<file path="src/rtl/alu_input_latch.sv">
// Operand latches (A, B, carry) for the combinational ALU, with a valid-pair
// tracker and sticky protocol-error flags. Every output comes straight from a flop.
module alu_input_latch #(
  parameter logic [7:0] defaultValue = 8'b0
) (
  input  logic       clk,
  input  logic       rst,
  input  logic [7:0] stackBusInput,
  input  logic [7:0] dataBusInput,
  input  logic [7:0] addressBusLowInput,
  input  logic       aLoadStackBus,
  input  logic       aLoadZero,
  input  logic       bLoadDataBus,
  input  logic       bLoadInvertedDataBus,
  input  logic       bLoadAddressBusLow,
  input  logic       carryLoadEnable,
  input  logic       carryIn,
  input  logic       aluConsume,
  input  logic       clearErrors,
  output logic [7:0] aOperand,
  output logic [7:0] bOperand,
  output logic       carryOperand,
  output logic       operandsReady,
  output logic       overwriteError,
  output logic       underrunError
);

  // Encoding is {A-valid, B-valid}.
  typedef enum logic [1:0] {
    EMPTY  = 2'b00,
    B_ONLY = 2'b01,
    A_ONLY = 2'b10,
    READY  = 2'b11
  } state_t;

  state_t     state_q, state_d;
  logic [7:0] a_q, a_d;
  logic [7:0] b_q, b_d;
  logic       carry_q, carry_d;
  logic       ready_q, ready_d;
  logic       overwrite_q, overwrite_d;
  logic       underrun_q, underrun_d;

  logic a_load, b_load, consume_ok, a_valid, b_valid;
  logic overwrite_evt, underrun_evt;

  always_comb begin
    a_load     = aLoadStackBus | aLoadZero;
    b_load     = bLoadDataBus | bLoadInvertedDataBus | bLoadAddressBusLow;
    consume_ok = aluConsume && (state_q == READY);

    a_d = a_q;
    if (aLoadStackBus)  a_d = stackBusInput;
    else if (aLoadZero) a_d = 8'h00;

    b_d = b_q;
    if (bLoadDataBus)              b_d = dataBusInput;
    else if (bLoadInvertedDataBus) b_d = ~dataBusInput;
    else if (bLoadAddressBusLow)   b_d = addressBusLowInput;

    carry_d = carryLoadEnable ? carryIn : carry_q;

    // Consume clears first; loads on the same edge then re-validate.
    a_valid = (state_q[1] & ~consume_ok) | a_load;
    b_valid = (state_q[0] & ~consume_ok) | b_load;
    state_d = state_t'({a_valid, b_valid});
    ready_d = a_valid & b_valid;

    // Reload of a valid latch counts as overwrite unless a real consume freed it.
    overwrite_evt = ~consume_ok & ((a_load & state_q[1]) | (b_load & state_q[0]));
    underrun_evt  = aluConsume & (state_q != READY);
    overwrite_d   = overwrite_evt | (overwrite_q & ~clearErrors);
    underrun_d    = underrun_evt | (underrun_q & ~clearErrors);
  end

  always_ff @(posedge clk) begin
    if (rst) begin
      state_q     <= EMPTY;
      a_q         <= defaultValue;
      b_q         <= defaultValue;
      carry_q     <= 1'b0;
      ready_q     <= 1'b0;
      overwrite_q <= 1'b0;
      underrun_q  <= 1'b0;
    end else begin
      state_q     <= state_d;
      a_q         <= a_d;
      b_q         <= b_d;
      carry_q     <= carry_d;
      ready_q     <= ready_d;
      overwrite_q <= overwrite_d;
      underrun_q  <= underrun_d;
    end
  end

  assign aOperand       = a_q;
  assign bOperand       = b_q;
  assign carryOperand   = carry_q;
  assign operandsReady  = ready_q;
  assign overwriteError = overwrite_q;
  assign underrunError  = underrun_q;

endmodule

</file>
<file path="config.mk">
export PLATFORM = sky130hd
export DESIGN_NAME = alu_input_latch
export DESIGN_NICKNAME = d
export VERILOG_FILES = /design/src/rtl/alu_input_latch.sv
export SDC_FILE = /design/constraint.sdc
export NUM_CORES = 1
export LEC_CHECK = 0
export BUFFER_PORTS_ARGS = -buffer_cell sky130_fd_sc_hd__buf_2
export CAP_MARGIN = 20
export CORE_MARGIN = 1
export CORE_UTILIZATION = 39
export DETAILED_ROUTE_END_ITERATION = 10
export PLACE_DENSITY = 0.85
export SLEW_MARGIN = 25
export SYNTH_ARGS = -nofsm -noshare
export SYNTH_HDL_FRONTEND = slang
export SYNTH_SLANG_ARGS = --single-unit
</file>
<file path="constraint.sdc">
create_clock -name clk -period 1.28 [get_ports clk]
set_clock_uncertainty 0.1 [all_clocks]
set_input_delay 0.256 -clock clk [delete_from_list [all_inputs] [get_ports clk]]
set_output_delay 0.256 -clock clk [all_outputs]
set_load 0.1 [all_outputs]
</file>
==> impl_metrics.ini <==
[worst_setup_path]
timing.critical_path.slowest_stage_cell = dfxtp_1
worstReg2RegStart = state_q[1]
critical-path-top-delay-family = flip-flops
cell_breakdown_of_the_critical_path = buf_12
r2r_cells = 2
worst-r2r-setup-slack_ns = 0.10
critPathRequiredTime_ns = 0.92
maximum_cell_stage_delay_along_the_critical_path_ns = 0.38
path_max_fanout = 1
crit_type = reg2out
worstSetupStartpointType = flop
worstSetupEndpointType = output port
cp.arrival_ns = 0.87
critical_path.n_buffers_inverters = 1
worst_reg2reg_path_endpoint = operandsReady

[synth]
dominant_combinational_cell_family_by_area_after_synthesis = simple AND/OR/NAND/NOR gates
synth.distinct_cells = 22
yosys.cell_count.top_type = nor2_1
fraction_of_the_mapped_netlist_area_in_simple_logic_gates_pct = 24.8
yosys-top-cells-count = nor2_1, dfxtp_1, nand2_1
synth_adder_area_share_pct = 0
share_of_synthesized_registers_carrying_an_async_set_or_reset_pct = 0
synth_fp_nets = 154
synth-compound-area-share_pct = 23.0
synth_enable_flop_cells = 0
synth_mux_area_share_pct = 1.01
ys_ff_latch = 22
post_syn_area_um2 = 995
syn-mean-instance-area_um2 = 8.36
synth_top_area_share_pct = 44.3
yosys-top-cells-area = dfxtp_1, nor2_1, a221o_1
ys_warn_count = 0
synth_xor_area_share_pct = 0
synth_largest_area_cell = dfxtp_1
netlist_instances = 119
ys_dominant_reg_cell = dfxtp_1
synth-seq-area-share_pct = 44.3

[clock_network]
clock_tree.htree_level_count = 1
clock_latency_ns = 0.30
cts_setup_buffers = 0
num_clock_sinks = 22
clock_tree.buffer_depth = 2
cts.reportedPaths.clkPinSlew_ns = 0.12
cts_resized = 0
tritoncts = yes
cts_buffers = 3
root_buffer = clkbuf_4
post_cts_hold_buffer_count = 0

[place]
placedCellCount = 197
weighted_congestion_reported_at_the_end_of_routability_driven_placement = 0.795
port_buffers = 54
dpl.hpwl_mm = 2.07

[die]
floorplan.core_area_um2 = 2300
fp.dieH_um = 52.5
pin_count = 55
start_util_pct = 43.3
die_width_um = 52.5
fp-row-count = 17
die_area_um2 = 2760

[routing]
viasPerCell = 5.36
route.vias.total = 1078
wire_per_inst_um = 12.5
drt_first_pass_iters = 4
drt_iter0_drc = 18
met2RoutedLength_mm = 1.33
topRoutingLayerUsed = met4
dr_wl_met3_um = 181
final_antenna_net_count = 0
detail_route.wirelength_mm = 2.51
met1_length_um = 991
detailed_route_drc_error_count = 0

[power_and_ir_drop]
net_switching_mw = 0.666
pwr_dens_nw_per_um2 = 1190
power.share.combinational_pct = 34.1
cellInternalPower_mw = 1.31
power.sequential.fraction_pct = 39.7
vdd_drop_max_mv = 0.687
power.static_leakage_nw = 0.734
swShare_pct = 33.7
share_clk_of_total_power_pct = 26.1

[timing]
hold-worst-slack_ns = 0.0812
finalCritPeriodShare_pct = 95.7
relative_slew_margins_pct = 73.5
max_slew.worst_pin.slew_ns = 0.397
final-max-slew-violation-count = 0
setup_total_negative_slack_ns = 0
finalSetupViolations = 0
final_hold_vio_count = 0
rsz0062_at_grt = false
period_needed_ns = 1.23
max_clock_freq_mhz = 816

[layout]
final_net_count = 209
final_cell_count_no_fill = 201
fillCellCount = 177
area_delta_synth_final_pct = 67.3
post_route_cells_drive_above_1_share_pct = 49.1
diodes = 0

[min_path]
min-delay-start = aluConsume
cell_depth_of_the_worst_min_delay_path = 2
worstHoldEndpoint = operandsReady
worst_hold_path_type = in2reg

[status]
outcome = complete, no violations

[grt]
gr_util_all_layers_pct = 20.6
antenna_found_initial = 0
grt_pass1_wl_mm = 4.17
gr-total-overflow = 0
grt_pass1_vias = 1057
grt_max_degree = 23

[flow_run]
max_cap_violations = 0
[through the flow]
| stage | worst slack [ns] | utilization (%) | cell area, µm² | power, mW |
|---|---|---|---|---|
| CTS | 0.0408 | 72.4 | 1660 | 2.00 |
| finish | 0.0549 | 72.4 | 1660 | 1.98 |
| global placement | -0.0628 | 70.2 | 1610 | 1.46 |
| detailed placement | -0.0934 | 70.2 | 1610 | 1.48 |
| global route | 0.0141 | 72.4 | 1660 | 2.07 |
| floorplan | -0.0811 | - | 1030 | 1.21 |
[metal layers]
metal,global-route usage [%],vias up
li1,-,529
met1,21.8,502
met2,39.7,45
met3,4.06,2
met4,7.02,0
met5,0,-
[logic make-up after synthesis]
kind of cell / count (synthesis)
AOI/OAI and AO/OA: 31
DFF: 22
muxes: 1
buffers and inverters: 12
and+or+nand+nor: 53
[power by group through the flow]
| stage | registers, mW | clock network, mW | logic (mW) |
|---|---|---|---|
| 2_1_floorplan | 1.07 | 0 | 0.135 |
| 3_3_place_gp | 0.801 | 0 | 0.661 |
| 6_report | 0.787 | 0.517 | 0.676 |
| 5_1_grt | 0.792 | 0.573 | 0.706 |
| 3_5_place_dp | 0.803 | 0 | 0.677 |
| 4_1_cts | 0.787 | 0.531 | 0.678 |
[registers in the layout, summed over array words and instances (netlist names)]
name / cells
overwriteError: 1
aOperand: 8
operandsReady: 1
underrunError: 1
state_q: 2
carryOperand: 1
bOperand: 8
[cells in the final DEF (no fill, tap or decap), drive strengths merged, types with 2 or more instances in the layout]
master / synthesis / final
nor2: 28 / 28
a21oi: 11 / 11
buf: 8 / 61
a211oi: 8 / 8
nor3b: 9 / 9
clkbuf: 3 / 3
nor3: 2 / 2
nand2: 12 / 12
a221o: 7 / 7
dfxtp: 22 / 22
[worst max-delay path by stage]
| stage | cells past startpoint | slack (ns) | endpoint | start |
|---|---|---|---|---|
| final | 1 | 0.05 | operandsReady | operandsReady |
| after global placement | 4 | -0.06 | overwriteError | bLoadDataBus |
| after detailed placement | 4 | -0.09 | overwriteError | bLoadDataBus |
| after CTS | 1 | 0.04 | operandsReady | operandsReady |
| after floorplan | 5 | -0.08 | overwriteError | bLoadDataBus |
| after global routing | 1 | 0.01 | operandsReady | operandsReady |
[worst register-to-register path: stages, from the launching register on]
cell and delay, ns:
dfxtp_1 0.38, a22o_1 0.23, a2111oi_1 0.38
[final cells by class]
cell class	instances	area, µm²	share of cell area, %
inverters	1	3.75	0.226
multi-input cells	85	485	29.2
repair buffers	61	623	37.4
clock buffers	3	22.5	1.35
clock inverters	1	30.0	1.80
flip-flops and latches	22	464	27.9
well taps	28	35.0	2.11
Power figures use the tool's default switching activity.
